File: config.mk
export PLATFORM = sky130hd
export DESIGN_NAME = run_control_unit_flat
export DESIGN_NICKNAME = d
export VERILOG_FILES = /design/src/rtl/run_control_unit_if.sv /design/src/rtl/run_control_unit.sv /design/src/flat_wrapper.sv
export SDC_FILE = /design/constraint.sdc
export NUM_CORES = 1
export LEC_CHECK = 0
export ABC_AREA = 1
export CAP_MARGIN = 5
export CORE_AREA = 2 2 73 109
export DETAILED_ROUTE_END_ITERATION = 7
export DIE_AREA = 0 0 75 111
export HOLD_SLACK_MARGIN = 0.15
export PLACE_DENSITY = 0.79
export SYNTH_ARGS = -nofsm -noshare
export SYNTH_HDL_FRONTEND = slang
export SYNTH_SLANG_ARGS = --single-unit
File: constraint.sdc
create_clock -name i_clock -period 2 [get_ports i_clock]
set_input_delay 0.4 -clock i_clock [delete_from_list [all_inputs] [get_ports i_clock]]
set_output_delay 0.4 -clock i_clock [all_outputs]
set_load 0.01 [all_outputs]
File: src/rtl/run_control_unit_if.sv
// run_control_unit_if -- request, breakpoint-programming and status bundle
// for run_control_unit. The master side is the host/debugger, the slave side is the controller.
interface run_control_unit_if #(
    parameter int NB_PC    = 32,
    parameter int NB_BKPT  = 4,
    parameter int NB_STEP  = 8,
    parameter int NB_CYCLE = 32,
    parameter int NB_STATE = 3
);
    localparam int NB_IDX = (NB_BKPT > 1) ? $clog2(NB_BKPT) : 1;

    logic                i_run_req;
    logic                i_step_req;
    logic [NB_STEP-1:0]  i_step_count;
    logic                i_halt_req;
    logic                i_clear;
    logic                i_hlt;
    logic [NB_PC-1:0]    i_pc;
    logic                i_bp_wr;
    logic [NB_IDX-1:0]   i_bp_idx;
    logic [NB_PC-1:0]    i_bp_addr;
    logic                i_bp_valid;

    logic                o_dp_enable;
    logic [NB_STATE-1:0] o_state;
    logic                o_busy;
    logic                o_done;
    logic                o_bp_hit;
    logic [NB_IDX-1:0]   o_bp_idx;
    logic [NB_CYCLE-1:0] o_cycle_count;
    logic [NB_STEP-1:0]  o_step_remaining;

    modport master (
        output i_run_req, i_step_req, i_step_count, i_halt_req, i_clear, i_hlt, i_pc,
               i_bp_wr, i_bp_idx, i_bp_addr, i_bp_valid,
        input  o_dp_enable, o_state, o_busy, o_done, o_bp_hit, o_bp_idx,
               o_cycle_count, o_step_remaining
    );

    modport slave (
        input  i_run_req, i_step_req, i_step_count, i_halt_req, i_clear, i_hlt, i_pc,
               i_bp_wr, i_bp_idx, i_bp_addr, i_bp_valid,
        output o_dp_enable, o_state, o_busy, o_done, o_bp_hit, o_bp_idx,
               o_cycle_count, o_step_remaining
    );
endinterface

File: src/rtl/run_control_unit.sv
// run_control_unit -- run / step-burst / halt sequencer that gates the datapath
// through a clock enable (o_dp_enable), never through a derived clock.
// Breakpoint slots and comparators are built only when RUN_CTRL_BKPT_EN is defined;
// otherwise the bp inputs are ignored and BREAK is reachable only by host abort.
//
// state   | meaning
// IDLE    | stopped, accepts run/step requests
// RUN     | free-running, datapath enabled
// STEP    | burst of o_step_remaining enabled cycles
// HALTED  | halt instruction retired; only i_clear leaves
// BREAK   | stopped by breakpoint or host abort; run/step resumes
module run_control_unit #(
    parameter int NB_PC    = 32,
    parameter int NB_BKPT  = 4,
    parameter int NB_STEP  = 8,
    parameter int NB_CYCLE = 32,
    parameter int NB_STATE = 3
) (
    input  logic               i_clock,
    input  logic               i_reset,
    run_control_unit_if.slave  bus
);
    localparam int NB_IDX = (NB_BKPT > 1) ? $clog2(NB_BKPT) : 1;

    typedef enum logic [2:0] {
        ST_IDLE   = 3'd0,
        ST_RUN    = 3'd1,
        ST_STEP   = 3'd2,
        ST_HALTED = 3'd3,
        ST_BREAK  = 3'd4
    } state_t;

    state_t              r_state;
    logic                r_live;
    logic                r_first;
    logic                r_done;
    logic                r_bp_hit;
    logic [NB_IDX-1:0]   r_bp_idx;
    logic [NB_CYCLE-1:0] r_cycle;
    logic [NB_STEP-1:0]  r_rem;

    logic                w_busy;
    logic                w_match_any;
    logic [NB_IDX-1:0]   w_match_idx;
    logic                w_bp_stop;
    logic                w_enable;
    logic [NB_STEP-1:0]  w_step_load;

`ifdef RUN_CTRL_BKPT_EN
    logic [NB_PC-1:0]    r_bp_addr [NB_BKPT];
    logic [NB_BKPT-1:0]  r_bp_valid;

    // Slot programming; a written slot starts comparing on the following cycle.
    always_ff @(posedge i_clock or negedge i_reset) begin
        if (!i_reset) begin
            r_bp_valid <= '0;
            for (int k = 0; k < NB_BKPT; k++) r_bp_addr[k] <= '0;
        end else if (bus.i_bp_wr && (int'(bus.i_bp_idx) < NB_BKPT)) begin
            r_bp_valid[bus.i_bp_idx] <= bus.i_bp_valid;
            r_bp_addr[bus.i_bp_idx]  <= bus.i_bp_addr;
        end
    end

    // Compare every valid slot with the next-fetch PC; descending scan leaves the lowest hit.
    always_comb begin
        w_match_any = 1'b0;
        w_match_idx = '0;
        for (int k = NB_BKPT - 1; k >= 0; k--) begin
            if (r_bp_valid[k] && (r_bp_addr[k] == bus.i_pc)) begin
                w_match_any = 1'b1;
                w_match_idx = NB_IDX'(k);
            end
        end
    end
`else
    logic             w_unused_bp;
    logic [NB_PC-1:0] w_unused_pc;
    assign w_unused_pc = bus.i_pc ^ bus.i_bp_addr;
    assign w_unused_bp = ^{bus.i_bp_wr, bus.i_bp_idx, bus.i_bp_valid, w_unused_pc};
    assign w_match_any = 1'b0;
    assign w_match_idx = '0;
`endif

    assign w_busy      = (r_state == ST_RUN) || (r_state == ST_STEP);
    // The first enabled cycle after entry skips matching so a resume moves off the break PC.
    assign w_bp_stop   = w_busy && !r_first && w_match_any;
    assign w_enable    = w_busy && !w_bp_stop && !bus.i_halt_req;
    assign w_step_load = (bus.i_step_count == '0) ? NB_STEP'(1) : bus.i_step_count;

    assign bus.o_dp_enable      = w_enable;
    assign bus.o_state          = NB_STATE'(r_state);
    assign bus.o_busy           = w_busy;
    assign bus.o_done           = r_done;
    assign bus.o_bp_hit         = r_bp_hit;
    assign bus.o_bp_idx         = r_bp_idx;
    assign bus.o_cycle_count    = r_cycle;
    assign bus.o_step_remaining = r_rem;

    // Sequencer: state transitions by priority, stop reporting, burst remainder and cycle count.
    always_ff @(posedge i_clock or negedge i_reset) begin
        if (!i_reset) begin
            r_state  <= ST_IDLE;
            r_live   <= 1'b0;
            r_first  <= 1'b0;
            r_done   <= 1'b0;
            r_bp_hit <= 1'b0;
            r_bp_idx <= '0;
            r_cycle  <= '0;
            r_rem    <= '0;
        end else begin
            r_live <= 1'b1;
            r_done <= 1'b0;
            if (w_enable) begin
                r_first <= 1'b0;
                if (r_cycle != {NB_CYCLE{1'b1}}) r_cycle <= r_cycle + NB_CYCLE'(1);
                if (r_state == ST_STEP) r_rem <= r_rem - NB_STEP'(1);
            end
            // r_live is low only on the release edge, where no request is taken.
            if (r_live) begin
                if (bus.i_clear) begin
                    r_state  <= ST_IDLE;
                    r_rem    <= '0;
                    r_bp_hit <= 1'b0;
                    r_cycle  <= '0;
                end else begin
                    case (r_state)
                        ST_IDLE, ST_BREAK: begin
                            if (bus.i_run_req || bus.i_step_req) begin
                                r_first <= 1'b1;
                                if (r_state == ST_IDLE) r_cycle <= '0;
                                if (bus.i_run_req) begin
                                    r_state <= ST_RUN;
                                end else begin
                                    r_state <= ST_STEP;
                                    r_rem   <= w_step_load;
                                end
                            end
                        end
                        ST_RUN, ST_STEP: begin
                            if (bus.i_hlt) begin
                                r_state  <= ST_HALTED;
                                r_done   <= 1'b1;
                                r_bp_hit <= 1'b0;
                            end else if (w_bp_stop) begin
                                r_state  <= ST_BREAK;
                                r_done   <= 1'b1;
                                r_bp_hit <= 1'b1;
                                r_bp_idx <= w_match_idx;
                            end else if (bus.i_halt_req) begin
                                r_state  <= ST_BREAK;
                                r_done   <= 1'b1;
                                r_bp_hit <= 1'b0;
                            end else if ((r_state == ST_STEP) && w_enable && (r_rem == NB_STEP'(1))) begin
                                r_state <= ST_IDLE;
                                r_done  <= 1'b1;
                            end
                        end
                        default: ;
                    endcase
                end
            end
        end
    end
endmodule

File: src/flat_wrapper.sv
// flat-port wrapper written by rule: the top's interface ports become plain ports
module run_control_unit_flat 
#(
    parameter int NB_PC    = 32,
    parameter int NB_BKPT  = 4,
    parameter int NB_STEP  = 8,
    parameter int NB_CYCLE = 32,
    parameter int NB_STATE = 3
)
  (i_clock, i_reset, bus_i_run_req, bus_i_step_req, bus_i_step_count, bus_i_halt_req, bus_i_clear, bus_i_hlt, bus_i_pc, bus_i_bp_wr, bus_i_bp_idx, bus_i_bp_addr, bus_i_bp_valid, bus_o_dp_enable, bus_o_state, bus_o_busy, bus_o_done, bus_o_bp_hit, bus_o_bp_idx, bus_o_cycle_count, bus_o_step_remaining);
  run_control_unit_if #(.NB_PC(NB_PC), .NB_BKPT(NB_BKPT), .NB_STEP(NB_STEP), .NB_CYCLE(NB_CYCLE), .NB_STATE(NB_STATE)) bus_i ();
  input  logic i_clock;
  input  logic i_reset;
  input wire logic [$bits(bus_i.i_run_req)-1:0] bus_i_run_req;
  input wire logic [$bits(bus_i.i_step_req)-1:0] bus_i_step_req;
  input wire logic [$bits(bus_i.i_step_count)-1:0] bus_i_step_count;
  input wire logic [$bits(bus_i.i_halt_req)-1:0] bus_i_halt_req;
  input wire logic [$bits(bus_i.i_clear)-1:0] bus_i_clear;
  input wire logic [$bits(bus_i.i_hlt)-1:0] bus_i_hlt;
  input wire logic [$bits(bus_i.i_pc)-1:0] bus_i_pc;
  input wire logic [$bits(bus_i.i_bp_wr)-1:0] bus_i_bp_wr;
  input wire logic [$bits(bus_i.i_bp_idx)-1:0] bus_i_bp_idx;
  input wire logic [$bits(bus_i.i_bp_addr)-1:0] bus_i_bp_addr;
  input wire logic [$bits(bus_i.i_bp_valid)-1:0] bus_i_bp_valid;
  output wire logic [$bits(bus_i.o_dp_enable)-1:0] bus_o_dp_enable;
  output wire logic [$bits(bus_i.o_state)-1:0] bus_o_state;
  output wire logic [$bits(bus_i.o_busy)-1:0] bus_o_busy;
  output wire logic [$bits(bus_i.o_done)-1:0] bus_o_done;
  output wire logic [$bits(bus_i.o_bp_hit)-1:0] bus_o_bp_hit;
  output wire logic [$bits(bus_i.o_bp_idx)-1:0] bus_o_bp_idx;
  output wire logic [$bits(bus_i.o_cycle_count)-1:0] bus_o_cycle_count;
  output wire logic [$bits(bus_i.o_step_remaining)-1:0] bus_o_step_remaining;
  assign bus_i.i_run_req = bus_i_run_req;
  assign bus_i.i_step_req = bus_i_step_req;
  assign bus_i.i_step_count = bus_i_step_count;
  assign bus_i.i_halt_req = bus_i_halt_req;
  assign bus_i.i_clear = bus_i_clear;
  assign bus_i.i_hlt = bus_i_hlt;
  assign bus_i.i_pc = bus_i_pc;
  assign bus_i.i_bp_wr = bus_i_bp_wr;
  assign bus_i.i_bp_idx = bus_i_bp_idx;
  assign bus_i.i_bp_addr = bus_i_bp_addr;
  assign bus_i.i_bp_valid = bus_i_bp_valid;
  assign bus_o_dp_enable = bus_i.o_dp_enable;
  assign bus_o_state = bus_i.o_state;
  assign bus_o_busy = bus_i.o_busy;
  assign bus_o_done = bus_i.o_done;
  assign bus_o_bp_hit = bus_i.o_bp_hit;
  assign bus_o_bp_idx = bus_i.o_bp_idx;
  assign bus_o_cycle_count = bus_i.o_cycle_count;
  assign bus_o_step_remaining = bus_i.o_step_remaining;
  run_control_unit #(.NB_PC(NB_PC), .NB_BKPT(NB_BKPT), .NB_STEP(NB_STEP), .NB_CYCLE(NB_CYCLE), .NB_STATE(NB_STATE)) u_core (.i_clock(i_clock), .i_reset(i_reset), .bus(bus_i));
endmodule
==> report_table.html, run 1 <==
<table>
<tr><th>Metric</th><th>Value</th></tr>
<tr><th colspan="2">Die</th></tr>
<tr><td>Initial Util</td><td>0.4149</td></tr>
<tr><td>Standard-cell row count</td><td>39</td></tr>
<tr><td>Die Span X</td><td>75 um</td></tr>
<tr><td>Floorplan die area</td><td>8325 um^2</td></tr>
<tr><td>Number of placed I/O pins</td><td>132</td></tr>
<tr><td>Core region area</td><td>7466 um^2</td></tr>
<tr><td>Floorplan die height</td><td>111 um</td></tr>
<tr><th colspan="2">Synthesis</th></tr>
<tr><td>Share of the yosys chip area belonging to registers</td><td>0.3635</td></tr>
<tr><td>Proportion of register bits with asynchronous set or reset after synthesis</td><td>1.000</td></tr>
<tr><td>Share of Yosys cell area claimed by the top area cell type</td><td>0.3635</td></tr>
<tr><td>Library cell with the largest summed area after synthesis</td><td>dfrtp_1</td></tr>
<tr><td>Top post-synthesis cells by area</td><td>dfrtp_1 (36%), nand2_1 (15%), nor2_1 (10%)</td></tr>
<tr><td>Post-Syn Area</td><td>3098 um^2</td></tr>
<tr><td>Number of flops mapped to enable cells by yosys</td><td>0</td></tr>
<tr><td>Flop and latch count out of synthesis</td><td>45</td></tr>
<tr><td>Mean instance size in the synthesized netlist</td><td>6.764 um^2</td></tr>
<tr><td>Count of different cell masters after synthesis</td><td>37</td></tr>
<tr><td>Syn Inst Count</td><td>458</td></tr>
<tr><td>Yosys warning total</td><td>0</td></tr>
<tr><td>Dominant register cell in the synthesized netlist</td><td>dfrtp_1</td></tr>
<tr><th colspan="2">Drt</th></tr>
<tr><td>DR iter-0 viols</td><td>202</td></tr>
<tr><td>Total wire length</td><td>8.370 mm</td></tr>
<tr><td>Vias per std cell</td><td>5.006</td></tr>
<tr><td>Final routed wire length divided by cell count</td><td>13.08 um</td></tr>
<tr><td>DRC Markers</td><td>0</td></tr>
<tr><td>Total vias in the final route</td><td>3204</td></tr>
<tr><td>Antenna viol nets, final</td><td>0</td></tr>
<tr><td>First-pass DRT Iterations</td><td>4</td></tr>
<tr><th colspan="2">GRT</th></tr>
<tr><td>Total grt overflow</td><td>0</td></tr>
<tr><td>Antenna violations before repair</td><td>0</td></tr>
<tr><td>Overall fraction of global-route tracks in use</td><td>0.2219</td></tr>
<tr><td>Via count of the first global-routing pass</td><td>3218</td></tr>
<tr><td>Wire length of the first global-routing pass</td><td>14.39 mm</td></tr>
<tr><td>Maximum number of pins on one net before global-route repair</td><td>25</td></tr>
<tr><th colspan="2">Pwr</th></tr>
<tr><td>Reg power frac</td><td>0.340</td></tr>
<tr><td>Switching Fraction</td><td>0.4022</td></tr>
<tr><td>Maximum VDD drop</td><td>0.6598 mV</td></tr>
<tr><td>Internal Dissipation</td><td>2.450 mW</td></tr>
<tr><td>Fraction of power consumed by combinational cells</td><td>0.456</td></tr>
<tr><td>Leakage power summed over all cells</td><td>1.809 nW</td></tr>
<tr><td>Switch Pwr</td><td>1.649 mW</td></tr>
<tr><td>Portion of total power attributed to the clock network</td><td>0.204</td></tr>
<tr><td>Cell area power density</td><td>1006 nW/um^2</td></tr>
<tr><th colspan="2">Timing</th></tr>
<tr><td>Number of hold violations in the final report</td><td>0</td></tr>
<tr><td>Worst-case clock skew</td><td>7.249 ps</td></tr>
<tr><td>Measured slew at the worst slew-check pin</td><td>527.4 ps</td></tr>
<tr><td>Count of endpoints failing setup in the final report</td><td>0</td></tr>
<tr><td>Fin crit period</td><td>1874 ps</td></tr>
<tr><td>Hold WS</td><td>523.2 ps</td></tr>
<tr><td>Tcrit/Tclk final</td><td>0.9368</td></tr>
<tr><td>Max Clock Freq</td><td>533.7 MHz</td></tr>
<tr><td>Aggregate negative setup slack</td><td>0 ps</td></tr>
<tr><td>Setup repair after global routing missed its margin</td><td>no</td></tr>
<tr><td>Final number of max-transition violations</td><td>0</td></tr>
<tr><td>Relative max-transition margin</td><td>0.6484</td></tr>
<tr><th colspan="2">Clock network</th></tr>
<tr><td>TritonCTS clock tree</td><td>yes</td></tr>
<tr><td>H-tree level count</td><td>2</td></tr>
<tr><td>Clock Root Buffer</td><td>clkbuf_16</td></tr>
<tr><td>Clock latency reported for the late side of the worst-skew pair</td><td>300 ps</td></tr>
<tr><td>Number of clock sinks seen by CTS</td><td>45</td></tr>
<tr><td>Cts bufs inserted</td><td>5</td></tr>
<tr><td>Clk pin slew, worst setup/hold paths</td><td>60 ps</td></tr>
<tr><td>Buffers from clock root to sink, at most</td><td>2</td></tr>
<tr><th colspan="2">Finish</th></tr>
<tr><td>Proportion of layout cells with a drive suffix above 1</td><td>0.09851</td></tr>
<tr><td>Layout Area Growth over Synthesis</td><td>31.50%</td></tr>
<tr><td>Storage element area</td><td>1126 um^2</td></tr>
<tr><td>Number of nets at the end of the flow</td><td>624</td></tr>
<tr><td>Final Core Density</td><td>0.5457</td></tr>
<tr><td>Area occupied by multi-input gates</td><td>1688 um^2</td></tr>
<tr><td>Antenna diode count</td><td>0</td></tr>
<tr><td>Fillers</td><td>718</td></tr>
<tr><td>Commonest non-fill, non-tap cell in the layout</td><td>nand2_1</td></tr>
<tr><td>Commonest non-fill, non-tap cells in the layout</td><td>nand2_1 (123), nor2_1 (86), clkdlybuf4s50_1 (57)</td></tr>
<tr><th colspan="2">Worst setup path</th></tr>
<tr><td>Depth of the worst register-to-register path</td><td>11</td></tr>
<tr><td>Startpoint of the worst setup timing path</td><td>u_core.bus.o_cycle_count[0]$_DFF_PN0_</td></tr>
<tr><td>Crit. End Element</td><td>flop</td></tr>
<tr><td>Required @ worst endpoint</td><td>2170 ps</td></tr>
<tr><td>CP startpoint kind</td><td>flop</td></tr>
<tr><td>Capture point of the worst reg-to-reg path</td><td>u_core.bus.o_cycle_count[23]$_DFF_PN0_</td></tr>
<tr><td>Startpoint of the worst-slack reg-to-reg timing path</td><td>u_core.bus.o_cycle_count[0]$_DFF_PN0_</td></tr>
<tr><td>Timing endpoint of the critical path</td><td>u_core.bus.o_cycle_count[23]$_DFF_PN0_</td></tr>
<tr><td>Endpoint arrival time on the critical path</td><td>2040 ps</td></tr>
<tr><td>Reg2reg setup slack</td><td>130 ps</td></tr>
<tr><td>Path type of the worst setup path</td><td>reg -&gt; reg</td></tr>
<tr><td>Maximum fanout along the worst path</td><td>5</td></tr>
<tr><th colspan="2">Worst hold path</th></tr>
<tr><td>Hold crit path type</td><td>reg -&gt; reg</td></tr>
<tr><td>Number of stages on the worst hold path</td><td>1</td></tr>
<tr><th colspan="2">Place</th></tr>
<tr><td># port buffers</td><td>60</td></tr>
<tr><td>Final HPWL from detailed placement</td><td>6.572 mm</td></tr>
<tr><td>Final weighted congestion in routability-driven placement</td><td>0.9363</td></tr>
<tr><th colspan="2">Run</th></tr>
<tr><td>Number of max-cap violations</td><td>0</td></tr>
<tr><th colspan="2">Run status</th></tr>
<tr><td>Run status</td><td>finished, final reports clean</td></tr>
</table>
==> critical path: stages, from the launching register on <==
cell     delay [ps]
dfrtp_1         400
ha_1            220
inv_1            90
nor2_4          180
nand2_4         100
nor2_8          160
nand3_4         130
buf_4           170
nand3_1         120
nand2_1          70
nand2_1          60
nor2_1           40
==> power by group through the flow <==
stage	sequential, mW	clock (mW)	combinational (mW)
global placement	1.40	0	1.81
global route	1.43	0.883	2.10
detailed placement	1.41	0	1.85
CTS	1.39	0.853	1.88
floorplan	1.43	0	0.976
finish	1.39	0.837	1.87
==> layout make-up <==
cell class | count | share of cell area
multi-input combinational | 346 | 0.4143
tap | 102 | 0.03133
sequential | 45 | 0.2764
inverter | 59 | 0.05498
clock buffer | 7 | 0.03501
timing repair buffer | 81 | 0.1880
==> registers in the layout, indices dropped and copies added (netlist names) <==
| name | flops |
|---|---|
| u_core.bus.o_cycle_count | 32 |
| u_core.bus.o_step_remaining | 8 |
| u_core.bus.o_state | 3 |
| u_core.bus.o_done | 1 |
| u_core.r_live | 1 |
==> cells by family (layout without fill, tap and decap cells) <==
logic type,Yosys count,in the layout,synth area share
AND/OR/NAND/NOR,290,290,0.4245
buffers and inverters,69,147,0.09491
flip-flops,45,45,0.3635
AO/OA/AOI/OAI,40,40,0.07714
XOR/XNOR,9,9,0.02544
adder cells (fa/ha/maj),3,3,0.01212
other,2,4,0.002424
==> metrics by stage <==
stage	cells	power, mW	worst slack, ps	instance area [um^2]
2_1_floorplan	460	2.409	266.1	3105
6_report	640	4.099	126.3	4074
3_5_place_dp	628	3.255	-115.2	3891
5_1_grt	640	4.411	12.26	4074
4_1_cts	637	4.121	106.5	4051
3_3_place_gp	628	3.215	-108.1	3891
==> cell usage after synthesis (2+ instances only) <==
library cell  number
nand2_1          124
nor2_1            86
inv_1             56
dfrtp_1           45
nand3_1           34
o21ai_0           19
nand4_1           13
nor3_1             9
o21bai_1           9
a21oi_1            7
nand3_2            7
buf_4              6
xnor2_1            5
xor2_1             4
ha_1               3
nor2_2             3
nor2_4             3
buf_2              2
conb_1             2
inv_2              2
nand2_2            2
nand2_4            2
==> what timing repair did <==
item	CTS	global route
resized for setup	3	0
hold endpoints to repair	21	0
setup endpoints to repair	2	4
buffers inserted	1	3
hold buffers	1	0
pin swaps	0	1
==> metal layers <==
metal / vias to the layer above / share of wire / global-route usage
li1: 1605 / - / -
met1: 1474 / 0.37 / 0.2395
met2: 102 / 0.54 / 0.3971
met3: 23 / 0.049 / 0.04636
met4: 0 / 0.034 / 0.09762
met5: - / 0 / 0
==> worst min-delay path by stage <==
| stage | start | end | slack, ps |
|---|---|---|---|
| after global routing | u_core.bus.o_cycle_count[0]$_DFF_PN0_ | u_core.bus.o_cycle_count[0]$_DFF_PN0_ | 550 |
| after CTS | u_core.bus.o_cycle_count[0]$_DFF_PN0_ | u_core.bus.o_cycle_count[0]$_DFF_PN0_ | 530 |
| after floorplan | i_reset | u_core.bus.o_cycle_count[0]$_DFF_PN0_ | 100 |
| after global placement | i_reset | u_core.bus.o_step_remaining[2]$_DFF_PN0_ | 400 |
| final | u_core.bus.o_cycle_count[0]$_DFF_PN0_ | u_core.bus.o_cycle_count[0]$_DFF_PN0_ | 520 |
| after detailed placement | i_reset | u_core.bus.o_step_remaining[2]$_DFF_PN0_ | 400 |
Note: power is estimated with default switching activity, not from simulation.
==> run 2, diff against run 1 <==
- clock period: 2 -> 1.95 ns (I/O delays scaled with it)
==> report_table.html, run 2 (synthesis gave the netlist of run 1 again) <==
<table>
<tr><th>Metric</th><th>Value</th></tr>
<tr><th colspan="2">Clock network</th></tr>
<tr><td>Cts bufs inserted</td><td>5 (unchanged)</td></tr>
<tr><td>Number of clock sinks seen by CTS</td><td>45 (unchanged)</td></tr>
<tr><td>TritonCTS clock tree</td><td>yes</td></tr>
<tr><td>H-tree level count</td><td>2 (unchanged)</td></tr>
<tr><td>Buffers from clock root to sink, at most</td><td>2 (unchanged)</td></tr>
<tr><td>Clock Root Buffer</td><td>clkbuf_16</td></tr>
<tr><td>Clk pin slew, worst setup/hold paths</td><td>60 ps (about the same)</td></tr>
<tr><td>Clock latency reported for the late side of the worst-skew pair</td><td>290 ps (about the same)</td></tr>
<tr><th colspan="2">Drt</th></tr>
<tr><td>Total wire length</td><td>8.448 mm (+0.93%)</td></tr>
<tr><td>Final routed wire length divided by cell count</td><td>13.08 um (about the same)</td></tr>
<tr><td>DRC Markers</td><td>0 (unchanged)</td></tr>
<tr><td>Antenna viol nets, final</td><td>0 (unchanged)</td></tr>
<tr><td>Vias per std cell</td><td>5.040 (+0.68%)</td></tr>
<tr><td>Total vias in the final route</td><td>3256 (+1.6%)</td></tr>
<tr><td>DR iter-0 viols</td><td>205 (+1.5%)</td></tr>
<tr><td>First-pass DRT Iterations</td><td>4 (unchanged)</td></tr>
<tr><th colspan="2">Pwr</th></tr>
<tr><td>Reg power frac</td><td>0.326 (-0.014)</td></tr>
<tr><td>Switch Pwr</td><td>1.721 mW (+4.4%)</td></tr>
<tr><td>Cell area power density</td><td>1064 nW/um^2 (+5.8%)</td></tr>
<tr><td>Portion of total power attributed to the clock network</td><td>0.227 (+0.023)</td></tr>
<tr><td>Internal Dissipation</td><td>2.696 mW (+10%)</td></tr>
<tr><td>Fraction of power consumed by combinational cells</td><td>0.448 (-0.008)</td></tr>
<tr><td>Maximum VDD drop</td><td>0.6730 mV (+2.0%)</td></tr>
<tr><td>Leakage power summed over all cells</td><td>1.843 nW (+1.9%)</td></tr>
<tr><td>Switching Fraction</td><td>0.3896 (-0.01260)</td></tr>
<tr><th colspan="2">Finish</th></tr>
<tr><td>Commonest non-fill, non-tap cell in the layout</td><td>nand2_1</td></tr>
<tr><td>Antenna diode count</td><td>0 (unchanged)</td></tr>
<tr><td>Number of nets at the end of the flow</td><td>629 (+0.80%)</td></tr>
<tr><td>Proportion of layout cells with a drive suffix above 1</td><td>0.1140 (+0.01546)</td></tr>
<tr><td>Number of flip-flops in the largest register</td><td>32 (unchanged)</td></tr>
<tr><td>Commonest non-fill, non-tap cells in the layout</td><td>nand2_1 (123), nor2_1 (85), clkdlybuf4s50_1 (57)</td></tr>
<tr><td>Layout Area Growth over Synthesis</td><td>34.01%</td></tr>
<tr><td>Post-Layout Inst Area</td><td>4151 um^2 (+1.9%)</td></tr>
<tr><td>Fillers</td><td>701 (-2.4%)</td></tr>
<tr><th colspan="2">Die</th></tr>
<tr><td>Number of placed I/O pins</td><td>132 (unchanged)</td></tr>
<tr><td>Core region area</td><td>7466 um^2 (unchanged)</td></tr>
<tr><td>Initial Util</td><td>0.4149 (unchanged)</td></tr>
<tr><td>Die Span X</td><td>75 um (unchanged)</td></tr>
<tr><td>Floorplan die height</td><td>111 um (unchanged)</td></tr>
<tr><td>Floorplan die area</td><td>8325 um^2 (unchanged)</td></tr>
<tr><td>Standard-cell row count</td><td>39 (unchanged)</td></tr>
<tr><th colspan="2">GRT</th></tr>
<tr><td>Maximum number of pins on one net before global-route repair</td><td>25 (unchanged)</td></tr>
<tr><td>Via count of the first global-routing pass</td><td>3263 (+1.4%)</td></tr>
<tr><td>Total grt overflow</td><td>0 (unchanged)</td></tr>
<tr><td>Antenna violations before repair</td><td>0 (unchanged)</td></tr>
<tr><td>Wire length of the first global-routing pass</td><td>14.23 mm (-1.1%)</td></tr>
<tr><td>Overall fraction of global-route tracks in use</td><td>0.2191 (-0.002804)</td></tr>
<tr><th colspan="2">Place</th></tr>
<tr><td>Final HPWL from detailed placement</td><td>6.562 mm (-0.15%)</td></tr>
<tr><td>Post-placement cell area</td><td>3899 um^2 (+0.19%)</td></tr>
<tr><td># port buffers</td><td>60 (unchanged)</td></tr>
<tr><td>Final weighted congestion in routability-driven placement</td><td>0.9244 (-1.3%)</td></tr>
<tr><th colspan="2">Timing</th></tr>
<tr><td>Max Clock Freq</td><td>547.1 MHz (+2.5%)</td></tr>
<tr><td>Measured slew at the worst slew-check pin</td><td>524.3 ps (-3.140 ps)</td></tr>
<tr><td>Relative max-transition margin</td><td>0.6505 (+0.002093)</td></tr>
<tr><td>Final number of max-transition violations</td><td>0 (unchanged)</td></tr>
<tr><td>Worst-case clock skew</td><td>8.249 ps (+0.9993 ps)</td></tr>
<tr><td>Tcrit/Tclk final</td><td>0.9374 (about the same)</td></tr>
<tr><td>Count of endpoints failing setup in the final report</td><td>0 (unchanged)</td></tr>
<tr><td>Number of hold violations in the final report</td><td>0 (unchanged)</td></tr>
<tr><td>Fin crit period</td><td>1828 ps (-45.78 ps)</td></tr>
<tr><td>Hold WS</td><td>544.2 ps (+21.01 ps)</td></tr>
<tr><th colspan="2">Worst setup path</th></tr>
<tr><td>Path type of the worst setup path</td><td>reg -&gt; reg</td></tr>
<tr><td>Startpoint of the worst setup timing path</td><td>u_core.bus.o_cycle_count[1]$_DFF_PN0_</td></tr>
<tr><td>CP startpoint kind</td><td>flop</td></tr>
<tr><td>Required @ worst endpoint</td><td>2170 ps (about the same)</td></tr>
<tr><td>Startpoint of the worst-slack reg-to-reg timing path</td><td>u_core.bus.o_cycle_count[1]$_DFF_PN0_</td></tr>
<tr><td>Maximum fanout along the worst path</td><td>4 (-1)</td></tr>
<tr><td>Crit. End Element</td><td>flop</td></tr>
<tr><td>Endpoint arrival time on the critical path</td><td>2050 ps (about the same)</td></tr>
<tr><th colspan="2">Run status</th></tr>
<tr><td>Run status</td><td>finished, final reports clean</td></tr>
<tr><th colspan="2">Worst hold path</th></tr>
<tr><td>Hold wc startpoint</td><td>u_core.bus.o_state[1]$_DFFE_PN0P_</td></tr>
<tr><td>Hold crit path type</td><td>reg -&gt; reg</td></tr>
<tr><th colspan="2">Run</th></tr>
<tr><td>Number of max-cap violations</td><td>0 (unchanged)</td></tr>
</table>
-- run 2: area by class of cell --
type	instances	area (um^2)	share of cell area
Multi-Input combinational cell	346	1693	0.4078
Sequential cell	45	1126	0.2712
Timing Repair Buffer	86	808.3	0.1947
Inverter	59	224.0	0.05395
Clock buffer	7	142.6	0.03436
Tap cell	102	127.6	0.03074
Clock inverter	1	30.03	0.007233
-- run 2: timing repair --
item / 4_1_cts / 5_1_grt
resized for setup: 4 / 4
hold buffers: 1 / 0
gates cloned: 0 / 0
setup buffers: 1 / 7
hold endpoints to repair: 21 / 0
pin swaps: 1 / 2
endpoints found under the setup margin: 2 / 21
-- run 2: stage by stage --
stage	power [mW]	setup WS, ps	instances	setup TNS (ps)	util
2_1_floorplan	2.471	216.1	460	0	-
3_3_place_gp	3.303	-138.9	629	-834.4	0.5222
3_5_place_dp	3.353	-141.2	629	-1106	0.5222
4_1_cts	4.379	36.75	639	0	0.5477
5_1_grt	4.730	-22.80	646	-22.80	0.5561
6_report	4.418	122.1	646	0	0.5561
-- run 2: worst max-delay path, stage by stage (launching register included) --
cell,delay [ps]
dfrtp_1,400
ha_2,220
inv_1,80
nor2_4,150
nand3b_1,190
nor3_1,310
buf_4,180
nand2_1,50
nand2_1,70
inv_1,40
nor2_1,80
-- run 2: power groups by stage --
stage          clock network, mW  logic (mW)  registers [mW]
3_5_place_dp                   0        1.90            1.45
6_report                    1.00        1.98            1.44
3_3_place_gp                   0        1.86            1.44
5_1_grt                     1.05        2.21            1.47
2_1_floorplan                  0        1.00            1.47
4_1_cts                     1.01        1.93            1.44
-- run 2: path summary, 6_finish.rpt --
check	end	slack (ps)	depth (start not counted)
worst max-delay path	u_core.bus.o_cycle_count[22]$_DFF_PN0_	120	10
worst min-delay path	u_core.bus.o_state[1]$_DFFE_PN0P_	540	2
worst max register to register	u_core.bus.o_cycle_count[22]$_DFF_PN0_	120	10
worst min register to register	u_core.bus.o_state[1]$_DFFE_PN0P_	540	2
max in group asynchronous	u_core.bus.o_cycle_count[19]$_DFF_PN0_	810	3
min in group asynchronous	u_core.bus.o_step_remaining[2]$_DFF_PN0_	610	2
-- run 2: metal layers --
layer | wire length [um] | GRT usage
met1 | 3263 | 0.2380
met2 | 4536 | 0.3807
met3 | 369 | 0.04909
met4 | 278 | 0.1119
met5 | 0 | 0
==> run 3, diff against run 2 <==
- CELL_PAD_IN_SITES_DETAIL_PLACEMENT: unset -> 2
- CELL_PAD_IN_SITES_GLOBAL_PLACEMENT: unset -> 2
- CORE_AREA: 2 2 73 109 -> 2 2 105 158
- DIE_AREA: 0 0 75 111 -> 0 0 107 160
- PLACE_DENSITY: 0.79 -> unset
- PLACE_DENSITY_LB_ADDON: unset -> 0.1
- REMOVE_ABC_BUFFERS: unset -> 1
- clock period: 1.95 -> 1.5 ns (I/O delays scaled with it)
==> report_table.html, run 3 (synthesis gave the netlist of run 1 again) <==
<table>
<tr><th>Metric</th><th>Value</th></tr>
<tr><th colspan="2">Run status</th></tr>
<tr><td>Run status</td><td>finished with violations</td></tr>
<tr><td>Violations in the final reports</td><td>setup timing</td></tr>
<tr><th colspan="2">Die</th></tr>
<tr><td>Core region area</td><td>15900 um^2 (+110%)</td></tr>
<tr><td>Floorplan die area</td><td>17120 um^2 (+110%)</td></tr>
<tr><td>Die Span X</td><td>107 um (+43%)</td></tr>
<tr><td>Floorplan die height</td><td>160 um (+44%)</td></tr>
<tr><td>Standard-cell row count</td><td>57 (+46%)</td></tr>
<tr><td>Number of placed I/O pins</td><td>132 (unchanged)</td></tr>
<tr><td>Initial Util</td><td>0.1948 (-0.2202)</td></tr>
<tr><th colspan="2">GRT</th></tr>
<tr><td>Total grt overflow</td><td>0 (unchanged)</td></tr>
<tr><td>Antenna violations before repair</td><td>0 (unchanged)</td></tr>
<tr><td>Overall fraction of global-route tracks in use</td><td>0.1715 (-0.04767)</td></tr>
<tr><td>Via count of the first global-routing pass</td><td>4534 (+39%)</td></tr>
<tr><td>Wire length of the first global-routing pass</td><td>22.96 mm (+61%)</td></tr>
<tr><td>Maximum number of pins on one net before global-route repair</td><td>46 (+84%)</td></tr>
<tr><th colspan="2">Worst setup path</th></tr>
<tr><td>Maximum fanout along the worst path</td><td>4 (unchanged)</td></tr>
<tr><td>Reg2reg setup slack</td><td>-260 ps (-380 ps)</td></tr>
<tr><td>Startpoint of the worst-slack reg-to-reg timing path</td><td>u_core.bus.o_cycle_count[1]$_DFF_PN0_</td></tr>
<tr><td>Capture point of the worst reg-to-reg path</td><td>u_core.bus.o_cycle_count[27]$_DFF_PN0_</td></tr>
<tr><td>Path type of the worst setup path</td><td>reg -&gt; reg</td></tr>
<tr><td>Depth of the worst register-to-register path</td><td>11 (+1)</td></tr>
<tr><td>CP startpoint kind</td><td>flop</td></tr>
<tr><td>Timing endpoint of the critical path</td><td>u_core.bus.o_cycle_count[27]$_DFF_PN0_</td></tr>
<tr><td>Required @ worst endpoint</td><td>1700 ps (-470 ps)</td></tr>
<tr><td>Startpoint of the worst setup timing path</td><td>u_core.bus.o_cycle_count[1]$_DFF_PN0_</td></tr>
<tr><td>Endpoint arrival time on the critical path</td><td>1960 ps (-90 ps)</td></tr>
<tr><td>Crit. End Element</td><td>flop</td></tr>
<tr><th colspan="2">Clock network</th></tr>
<tr><td>Buffers from clock root to sink, at most</td><td>2 (unchanged)</td></tr>
<tr><td>Cts bufs inserted</td><td>5 (unchanged)</td></tr>
<tr><td>Clk pin slew, worst setup/hold paths</td><td>70 ps (about the same)</td></tr>
<tr><td>Clock Root Buffer</td><td>clkbuf_16</td></tr>
<tr><td>Clock latency reported for the late side of the worst-skew pair</td><td>300 ps (about the same)</td></tr>
<tr><td>TritonCTS clock tree</td><td>yes</td></tr>
<tr><td>H-tree level count</td><td>2 (unchanged)</td></tr>
<tr><td>Number of clock sinks seen by CTS</td><td>45 (unchanged)</td></tr>
<tr><th colspan="2">Drt</th></tr>
<tr><td>Vias per std cell</td><td>4.349 (-14%)</td></tr>
<tr><td>Total vias in the final route</td><td>3905 (+20%)</td></tr>
<tr><td>Total wire length</td><td>14.33 mm (+70%)</td></tr>
<tr><td>First-pass DRT Iterations</td><td>4 (unchanged)</td></tr>
<tr><td>DR iter-0 viols</td><td>61 (-70%)</td></tr>
<tr><td>DRC Markers</td><td>0 (unchanged)</td></tr>
<tr><td>Final routed wire length divided by cell count</td><td>15.95 um (+22%)</td></tr>
<tr><td>Antenna viol nets, final</td><td>0 (unchanged)</td></tr>
<tr><th colspan="2">Place</th></tr>
<tr><td>Number of placed instances, taps included</td><td>846 (+34%)</td></tr>
<tr><td>Final weighted congestion in routability-driven placement</td><td>0.8142 (-12%)</td></tr>
<tr><td>Final HPWL from detailed placement</td><td>10.42 mm (+59%)</td></tr>
<tr><td>Post-placement cell area</td><td>4890 um^2 (+25%)</td></tr>
<tr><td># port buffers</td><td>60 (unchanged)</td></tr>
<tr><th colspan="2">Timing</th></tr>
<tr><td>Max Clock Freq</td><td>567.8 MHz (+3.8%)</td></tr>
<tr><td>Setup repair after global routing missed its margin</td><td>yes</td></tr>
<tr><td>Tcrit/Tclk final</td><td>1.174 (+0.2368)</td></tr>
<tr><td>Number of hold violations in the final report</td><td>0 (unchanged)</td></tr>
<tr><td>Worst-case clock skew</td><td>7.018 ps (-1.230 ps)</td></tr>
<tr><td>Count of endpoints failing setup in the final report</td><td>44 (+44)</td></tr>
<tr><td>Final number of max-transition violations</td><td>0 (unchanged)</td></tr>
<tr><td>Final WS setup</td><td>-261.2 ps (-383.3 ps)</td></tr>
<tr><td>Fin crit period</td><td>1761 ps (-66.69 ps)</td></tr>
<tr><th colspan="2">Pwr</th></tr>
<tr><td>Maximum VDD drop</td><td>0.9088 mV (+35%)</td></tr>
<tr><td>Overall power</td><td>7.806 mW (+77%)</td></tr>
<tr><td>Leakage power summed over all cells</td><td>2.875 nW (+56%)</td></tr>
<tr><td>Cell area power density</td><td>1338 nW/um^2 (+26%)</td></tr>
<tr><th colspan="2">Finish</th></tr>
<tr><td>Layout Area Growth over Synthesis</td><td>88.29%</td></tr>
<tr><td>Number of nets at the end of the flow</td><td>778 (+24%)</td></tr>
<tr><td>Antenna diode count</td><td>0 (unchanged)</td></tr>
<tr><td>Final Core Density</td><td>0.3668 (-0.1893)</td></tr>
<tr><td>Number of flip-flops in the largest register</td><td>32 (unchanged)</td></tr>
<tr><td>Non-filler instance count after layout</td><td>898 (+39%)</td></tr>
<tr><td>Commonest non-fill, non-tap cell in the layout</td><td>buf_4</td></tr>
<tr><td>Post-Layout Inst Area</td><td>5833 um^2 (+41%)</td></tr>
<tr><td>Commonest non-fill, non-tap cells in the layout</td><td>buf_4 (151), nand2_1 (106), nor2_1 (72)</td></tr>
<tr><td>Proportion of layout cells with a drive suffix above 1</td><td>0.4176 (+0.3037)</td></tr>
<tr><th colspan="2">Worst hold path</th></tr>
<tr><td>Hold crit path type</td><td>in -&gt; async</td></tr>
<tr><th colspan="2">Run</th></tr>
<tr><td>Number of max-cap violations</td><td>0 (unchanged)</td></tr>
</table>
run 3: cell count changes in the layout (fill, tap and decap cells not counted), moves of 8 or more:
cell,delta
buf_4,+128
clkdlybuf4s50_1,-42
dlygate4sd2_1,+33
buf_6,+18
nand2_1,-17
nor2_1,-13
o21ai_0,-12
nand2_2,+11
nor2_4,+9
nand3_1,-8
run 3: metal layers:
layer	global-route usage	wire, um	vias to the layer above
met5	0	0	-
met4	0.05490	296	0
met3	0.01551	310	17
met2	0.3532	8412	61
met1	0.1738	5305	1925
li1	-	-	1902
run 3: where the power goes:
group / internal [mW] / switching [mW] / total, mW
registers: 1.50 / 0.289 / 1.78
clock network: 0.659 / 0.538 / 1.20
logic: 2.50 / 2.33 / 4.82
total: 4.65 / 3.16 / 7.81
run 3: worst min path at each step:
stage	end	depth (start not counted)	start	slack, ps
finish	u_core.bus.o_cycle_count[11]$_DFF_PN0_	3	i_reset	520
global route	u_core.bus.o_cycle_count[11]$_DFF_PN0_	3	i_reset	550
CTS	u_core.bus.o_cycle_count[11]$_DFF_PN0_	3	i_reset	530
detailed placement	u_core.bus.o_cycle_count[11]$_DFF_PN0_	2	i_reset	310
global placement	u_core.bus.o_cycle_count[11]$_DFF_PN0_	2	i_reset	320
floorplan	u_core.bus.o_cycle_count[0]$_DFF_PN0_	0	i_reset	4
run 3: area by class of cell:
cell class                 instances  area, um^2
fill                            1866       10070
timing repair buffer             235        2036
multi-input combinational        346        2023
sequential                        45        1135
tap                              206       257.7
inverter                          59       239.0
clock buffer                       7       142.6
run 3: timing repair:
| item | CTS | global route |
|---|---|---|
| gates cloned | 2 | 1 |
| gates resized for setup | 148 | 57 |
| pin swaps | 26 | 36 |
| setup buffers | 30 | 18 |
| endpoints found under the hold margin | 45 | 0 |
| endpoints found under the setup margin | 89 | 50 |
| hold buffers | 1 | 0 |
run 3: critical path, stage by stage, from the launching register on:
cell and delay [ps]:
dfrtp_1 390, ha_2 210, inv_2 50, nor2_4 130, nand2_4 90, nor2_8 160
nand3_4 130, buf_4 180, nand3_1 120, nor2_1 60, nor2_1 80, nor2_1 40
run 3: metrics by stage:
stage	TNS (ps)	setup WS [ps]	hold slack [ps]
finish	-7885	-261.2	520.7
global route	-12820	-361.1	553.4
CTS	-6968	-229.7	529.4
detailed placement	-18290	-595.6	314.9
global placement	-16230	-536.9	318.7
floorplan	-12660	-493.1	4.409
